### config.mk
export PLATFORM = sky130hd
export DESIGN_NAME = alu_issue_sched
export DESIGN_NICKNAME = d
export VERILOG_FILES = /design/src/rtl/alu_issue_sched.sv
export SDC_FILE = /design/constraint.sdc
export NUM_CORES = 2
export LEC_CHECK = 0
export ABC_AREA = 0
export BUFFER_PORTS_ARGS = -buffer_cell sky130_fd_sc_hd__buf_2
export CAP_MARGIN = 40
export CORE_MARGIN = 2
export CORE_UTILIZATION = 50
export CTS_CLUSTER_DIAMETER = 50
export CTS_CLUSTER_SIZE = 8
export DETAILED_ROUTE_END_ITERATION = 16
export HOLD_SLACK_MARGIN = 0.15
export PLACE_DENSITY = 0.66
export SYNTH_ARGS = -nofsm -noshare
export SYNTH_HDL_FRONTEND = slang
export SYNTH_SLANG_ARGS = --single-unit
### constraint.sdc
create_clock -name clk -period 4.7 [get_ports clk]
set_input_delay 0.235 -clock clk [delete_from_list [all_inputs] [get_ports clk]]
set_output_delay 0.235 -clock clk [all_outputs]
set_load 0.02 [all_outputs]
### src/rtl/alu_issue_sched.sv
// alu_issue_sched: ALU reservation station. It holds dispatched ops until both operands arrive, then issues one op per cycle.
// Define AGE_ORDER_ISSUE_EN to issue the oldest ready entry instead of the lowest-index ready entry.
module alu_issue_sched #(
  parameter int RS_SIZE = 8,
  parameter int TAG_W   = 4
) (
  input  logic             clk,
  input  logic             rst,
  input  logic             rdy,
  input  logic             clr,
  input  logic             in_valid,
  input  logic [5:0]       in_op,
  input  logic [31:0]      in_pc,
  input  logic [31:0]      in_imm,
  input  logic [TAG_W-1:0] in_rd_rename,
  input  logic             in_q1_busy,
  input  logic [TAG_W-1:0] in_q1,
  input  logic [31:0]      in_v1,
  input  logic             in_q2_busy,
  input  logic [TAG_W-1:0] in_q2,
  input  logic [31:0]      in_v2,
  input  logic             cdb_valid,
  input  logic [TAG_W-1:0] cdb_tag,
  input  logic [31:0]      cdb_value,
  input  logic             lsb_valid,
  input  logic [TAG_W-1:0] lsb_tag,
  input  logic [31:0]      lsb_value,
  output logic             full,
  output logic             alu_enable,
  output logic [5:0]       alu_op,
  output logic [31:0]      alu_pc,
  output logic [31:0]      alu_imm,
  output logic [31:0]      alu_rs1,
  output logic [31:0]      alu_rs2,
  output logic [TAG_W-1:0] alu_rd_rename
);

  localparam int IDX_W = $clog2(RS_SIZE);
  localparam int CNT_W = IDX_W + 1;

  logic [RS_SIZE-1:0] ent_valid;
  logic [RS_SIZE-1:0] ent_q1_busy;
  logic [RS_SIZE-1:0] ent_q2_busy;
  logic [5:0]         ent_op  [RS_SIZE];
  logic [31:0]        ent_pc  [RS_SIZE];
  logic [31:0]        ent_imm [RS_SIZE];
  logic [TAG_W-1:0]   ent_rd  [RS_SIZE];
  logic [TAG_W-1:0]   ent_q1  [RS_SIZE];
  logic [TAG_W-1:0]   ent_q2  [RS_SIZE];
  logic [31:0]        ent_v1  [RS_SIZE];
  logic [31:0]        ent_v2  [RS_SIZE];

  logic [RS_SIZE-1:0] ready_vec;
  logic [RS_SIZE-1:0] q1_cdb_hit;
  logic [RS_SIZE-1:0] q1_lsb_hit;
  logic [RS_SIZE-1:0] q2_cdb_hit;
  logic [RS_SIZE-1:0] q2_lsb_hit;
  logic [IDX_W-1:0]   free_idx;
  logic [IDX_W-1:0]   sel_idx;
  logic               issue_fire;
  logic               dispatch_fire;
  logic               d_q1_busy;
  logic               d_q2_busy;
  logic [31:0]        d_v1;
  logic [31:0]        d_v2;

  // READY means both operands captured; selection only ever sees pre-edge state.
  assign ready_vec     = ent_valid & ~ent_q1_busy & ~ent_q2_busy;
  assign full          = &ent_valid;
  assign issue_fire    = |ready_vec;
  assign dispatch_fire = in_valid && !full;

  always_comb begin
    q1_cdb_hit = '0;
    q1_lsb_hit = '0;
    q2_cdb_hit = '0;
    q2_lsb_hit = '0;
    for (int i = 0; i < RS_SIZE; i++) begin
      q1_cdb_hit[i] = ent_valid[i] && ent_q1_busy[i] && cdb_valid && (ent_q1[i] == cdb_tag);
      q1_lsb_hit[i] = ent_valid[i] && ent_q1_busy[i] && lsb_valid && (ent_q1[i] == lsb_tag);
      q2_cdb_hit[i] = ent_valid[i] && ent_q2_busy[i] && cdb_valid && (ent_q2[i] == cdb_tag);
      q2_lsb_hit[i] = ent_valid[i] && ent_q2_busy[i] && lsb_valid && (ent_q2[i] == lsb_tag);
    end
  end

  always_comb begin
    free_idx = '0;
    for (int i = RS_SIZE - 1; i >= 0; i--) begin
      if (!ent_valid[i]) free_idx = IDX_W'(i);
    end
  end

  // Operands still busy at dispatch may be satisfied by a broadcast in the same cycle.
  always_comb begin
    d_q1_busy = in_q1_busy;
    d_v1      = in_v1;
    d_q2_busy = in_q2_busy;
    d_v2      = in_v2;
    if (in_q1_busy) begin
      if (cdb_valid && (cdb_tag == in_q1)) begin
        d_q1_busy = 1'b0;
        d_v1      = cdb_value;
      end else if (lsb_valid && (lsb_tag == in_q1)) begin
        d_q1_busy = 1'b0;
        d_v1      = lsb_value;
      end
    end
    if (in_q2_busy) begin
      if (cdb_valid && (cdb_tag == in_q2)) begin
        d_q2_busy = 1'b0;
        d_v2      = cdb_value;
      end else if (lsb_valid && (lsb_tag == in_q2)) begin
        d_q2_busy = 1'b0;
        d_v2      = lsb_value;
      end
    end
  end

`ifdef AGE_ORDER_ISSUE_EN
  // Age rank = number of older occupied entries; rank 0 is the oldest.
  logic [IDX_W-1:0] ent_age [RS_SIZE];
  logic [IDX_W-1:0] sel_age;
  logic             sel_hit;
  logic [CNT_W-1:0] valid_cnt;
  logic [IDX_W-1:0] new_age;

  always_comb begin
    sel_idx = '0;
    sel_age = '1;
    sel_hit = 1'b0;
    for (int i = 0; i < RS_SIZE; i++) begin
      if (ready_vec[i] && (!sel_hit || (ent_age[i] < sel_age))) begin
        sel_idx = IDX_W'(i);
        sel_age = ent_age[i];
        sel_hit = 1'b1;
      end
    end
  end

  always_comb begin
    valid_cnt = '0;
    for (int i = 0; i < RS_SIZE; i++) begin
      valid_cnt = valid_cnt + CNT_W'(ent_valid[i]);
    end
    new_age = IDX_W'(valid_cnt - CNT_W'(issue_fire));
  end

  always_ff @(posedge clk or negedge rst) begin
    if (!rst) begin
      for (int i = 0; i < RS_SIZE; i++) ent_age[i] <= '0;
    end else if (rdy && !clr) begin
      for (int i = 0; i < RS_SIZE; i++) begin
        if (ent_valid[i] && issue_fire && (ent_age[i] > sel_age)) ent_age[i] <= ent_age[i] - 1'b1;
      end
      if (dispatch_fire) ent_age[free_idx] <= new_age;
    end
  end
`else
  always_comb begin
    sel_idx = '0;
    for (int i = RS_SIZE - 1; i >= 0; i--) begin
      if (ready_vec[i]) sel_idx = IDX_W'(i);
    end
  end
`endif

  // Entry occupancy and operand-busy flags.
  always_ff @(posedge clk or negedge rst) begin
    if (!rst) begin
      ent_valid   <= '0;
      ent_q1_busy <= '0;
      ent_q2_busy <= '0;
    end else if (rdy) begin
      if (clr) begin
        ent_valid <= '0;
      end else begin
        for (int i = 0; i < RS_SIZE; i++) begin
          if (q1_cdb_hit[i] || q1_lsb_hit[i]) ent_q1_busy[i] <= 1'b0;
          if (q2_cdb_hit[i] || q2_lsb_hit[i]) ent_q2_busy[i] <= 1'b0;
        end
        if (issue_fire) ent_valid[sel_idx] <= 1'b0;
        if (dispatch_fire) begin
          ent_valid[free_idx]   <= 1'b1;
          ent_q1_busy[free_idx] <= d_q1_busy;
          ent_q2_busy[free_idx] <= d_q2_busy;
        end
      end
    end
  end

  // Payload storage needs no reset; it is only read while the entry is valid.
  always_ff @(posedge clk) begin
    if (rdy && !clr) begin
      for (int i = 0; i < RS_SIZE; i++) begin
        if (q1_cdb_hit[i])      ent_v1[i] <= cdb_value;
        else if (q1_lsb_hit[i]) ent_v1[i] <= lsb_value;
        if (q2_cdb_hit[i])      ent_v2[i] <= cdb_value;
        else if (q2_lsb_hit[i]) ent_v2[i] <= lsb_value;
      end
      if (dispatch_fire) begin
        ent_op[free_idx]  <= in_op;
        ent_pc[free_idx]  <= in_pc;
        ent_imm[free_idx] <= in_imm;
        ent_rd[free_idx]  <= in_rd_rename;
        ent_q1[free_idx]  <= in_q1;
        ent_q2[free_idx]  <= in_q2;
        ent_v1[free_idx]  <= d_v1;
        ent_v2[free_idx]  <= d_v2;
      end
    end
  end

  always_ff @(posedge clk or negedge rst) begin
    if (!rst) begin
      alu_enable    <= 1'b0;
      alu_op        <= '0;
      alu_pc        <= '0;
      alu_imm       <= '0;
      alu_rs1       <= '0;
      alu_rs2       <= '0;
      alu_rd_rename <= '0;
    end else if (rdy) begin
      if (clr) begin
        alu_enable <= 1'b0;
      end else if (issue_fire) begin
        alu_enable    <= 1'b1;
        alu_op        <= ent_op[sel_idx];
        alu_pc        <= ent_pc[sel_idx];
        alu_imm       <= ent_imm[sel_idx];
        alu_rs1       <= ent_v1[sel_idx];
        alu_rs2       <= ent_v2[sel_idx];
        alu_rd_rename <= ent_rd[sel_idx];
      end else begin
        alu_enable <= 1'b0;
      end
    end
  end

endmodule

==> results.json <==
{
  "status": "finished clean",
  "area_growth_pct": 20.6,
  "coreArea_um2": 129000,
  "place_congestion": 0.878,
  "netlist.area_leader.share_pct": 54.0,
  "synth_area_leader_cell": "edfxtp_1",
  "cts_tree": "done",
  "io-pin-count": 367,
  "grt_remaining_overflow": 0,
  "numCtsBuffers": 191,
  "cp.required_ns": 5.29,
  "post_drt_wl_per_cell_um": 32.6,
  "power_leakage_nw": 30.9,
  "worst_slew_pin_slew_ns": 1.03,
  "final_common_cell": "edfxtp_1",
  "finalCriticalPeriod_ns": 3.95,
  "drtAntennaViolNets": 0,
  "place_area_um2": 69300,
  "finalNetCount": 5504,
  "critPathLaunchType": "flip-flop",
  "die_h_um": 365,
  "end_kind": "flip-flop",
  "drc": 0,
  "async_flop_share_pct": 12.2,
  "hold_viol": 0,
  "grtUsageTotal_pct": 34.8,
  "initial_core_util_pct": 50.3,
  "maxCapViolCount": 0,
  "arrival_ns": 4.54,
  "vias_per_cell": 6.66,
  "port_buffers": 366,
  "slew_headroom_pct": 31.2,
  "fin_area_um2": 78400,
  "drt_first_pass_iters": 9,
  "finalCritPeriodShare_pct": 84.0,
  "grt_first_pass_wirelength_um": 333000,
  "synthFlopType": "edfxtp_1",
  "wl_um": 234000,
  "cts_resized": 0,
  "die_w_um": 365,
  "root_buffer": "clkbuf_16",
  "fillCellCount": 9991,
  "synth_edf_count": 1168,
  "final_layout_size_suffix_gt1_share_pct": 18.0,
  "num_rows": 132,
  "dr_total_vias": 47800,
  "total_power_w": 0.0318,
  "clock.fmax_mhz": 253,
  "path_class": "flip-flop to flip-flop",
  "htreeDepth": 4,
  "layout_common_cells": "edfxtp_1, mux2i_1, buf_2",
  "timing.setup.tns_ns": 0,
  "grt_pass1_vias": 47600,
  "clkLatencyLatePin_ns": 0.85,
  "place_hpwl_um": 132000,
  "ir_drop_mv": 0.328,
  "pwr_density_cell_nw_per_um2": 406,
  "finClkSkew_ns": 0.0563,
  "grt_max_degree": 92,
  "syn_area_per_cell_um2": 13.7,
  "synth_seq_area_share_pct": 60.2,
  "rsz0062_at_grt": "no",
  "synth_area_um2": 65000,
  "synthCells": 4738,
  "postSynthNetCount": 4965,
  "cts_num_sinks": 1331,
  "drv_slew": 0,
  "ys_ff_latch": 1331,
  "crit_fanout": 32,
  "hold_class": "input pin to flip-flop",
  "die-area_um2": 133000,
  "setup-violations-final": 0,
  "clockBufferDepth": 3,
  "layout.cells.non_filler": 7177,
  "dp_cells": 6508,
  "clk_pin_slew_worst_paths_ns": 0.06,
  "yosysWarnings": 0,
  "first_iter_violations": 6145,
  "ys_top_cells_by_area": "edfxtp_1, mux2i_1, dfrtp_1, a221o_1, mux2_2",
  "antenna_found_initial": 9,
  "ys_types": 61
}
==> cell type report <==
| type | count | area [um2] | area share [%] |
|---|---|---|---|
| flip-flops and latches | 1331 | 39200 | 50.0 |
| clock inverters | 24 | 450 | 0.575 |
| multi-input cells | 2872 | 24100 | 30.7 |
| well taps | 1742 | 2180 | 2.78 |
| diodes | 2 | 5.00 | 0.00639 |
| inverters | 24 | 110 | 0.140 |
| repair buffers | 857 | 7040 | 8.98 |
| clock buffers | 325 | 5370 | 6.86 |
==> registers in the layout (all words and copies together) (netlist names), 6 cells and up <==
register and count:
ent_rd 32, ent_q2 32, alu_op 6, ent_q1 32
ent_q2_busy 8, alu_rs1 32, ent_imm 256, alu_pc 32
ent_v2 256, alu_rs2 32, alu_imm 32, ent_op 48
ent_valid 8, ent_q1_busy 8, ent_v1 256, ent_pc 256
==> repair_timing <==
action                                 4_1_cts  5_1_grt
endpoints found under the hold margin     1341        0
buffers inserted                             0        0
hold buffers                               318        0
==> final timing paths <==
kind / slack [ns] / from / cells past startpoint / endpoint
max reg2reg: 0.75 / ent_q1[3][1] / 9 / ent_v1[3][18]
min reg2reg: 0.48 / alu_op[2] / 2 / alu_op[2]
max: 0.75 / ent_q1[3][1] / 9 / ent_v1[3][18]
min in group asynchronous: 0.64 / rst / 4 / alu_pc[11]
min: 0.20 / in_imm[31] / 2 / ent_imm[5][31]
max in group asynchronous: 3.48 / rst / 4 / alu_pc[13]
==> report_power, final <==
| group | total (W) | internal [W] | switching (W) |
|---|---|---|---|
| logic | 0.00429 | 0.00155 | 0.00274 |
| registers | 0.0143 | 0.0136 | 0.000659 |
| clock network | 0.0133 | 0.00788 | 0.00539 |
| total | 0.0318 | 0.0230 | 0.00879 |
==> critical path, cell delays in order (launching register included) <==
cell           delay, ns
edfxtp_1            0.42
xnor2_1             0.19
nand4_1             0.15
or4_1               0.50
nor3_4              0.13
buf_4               0.75
mux2i_1             0.27
dlygate4sd3_1       0.57
mux2i_1             0.07
dlygate4sd3_1       0.60
==> cell usage after synthesis, types with 47 or more instances <==
| library cell | n |
|---|---|
| edfxtp_1 | 1168 |
| and3_1 | 64 |
| clkbuf_1 | 373 |
| nor2_1 | 160 |
| mux2_2 | 134 |
| o32a_1 | 47 |
| a221oi_1 | 59 |
| mux2i_1 | 1092 |
| a22oi_1 | 92 |
| a21oi_1 | 65 |
| buf_2 | 72 |
| nand3_1 | 66 |
| nand2_1 | 218 |
| o21ai_0 | 103 |
| xor2_1 | 104 |
| a221o_1 | 187 |
| dfrtp_1 | 163 |
==> layer usage <==
layer  track usage, %  up-vias  share of wire, %  wire, um
li1                 -    19700                 -         -
met1             47.3    24200                39     92300
met2             52.3     3201                44    103000
met3             8.57      682                12     27000
met4             16.7        8               5.0     11700
met5                0        -             0.024        56
==> kinds of logic (layout without fill, tap and decap cells) <==
family                    count (synthesis)  in the layout  synth area share, %
muxes                                  1244           1244                 19.5
DFF                                    1331           1331                 60.2
other                                     0              2                    0
and+or+nand+nor                         644            644                 4.78
xor gates and xnor gates                144            144                 1.94
buffers and inverters                   535           1230                 3.45
AOI/OAI and AO/OA                       840            840                 10.1
==> metrics by stage <==
step	hold slack, ns	setup WS (ns)	util, %
3_3_place_gp	0.278	1.23	53.2
2_1_floorplan	-0.0606	0.423	-
5_1_grt	0.192	0.683	60.6
6_report	0.196	0.751	60.6
4_1_cts	0.150	0.872	60.6
3_5_place_dp	0.274	1.19	53.6
Power figures use the tool's default switching activity.
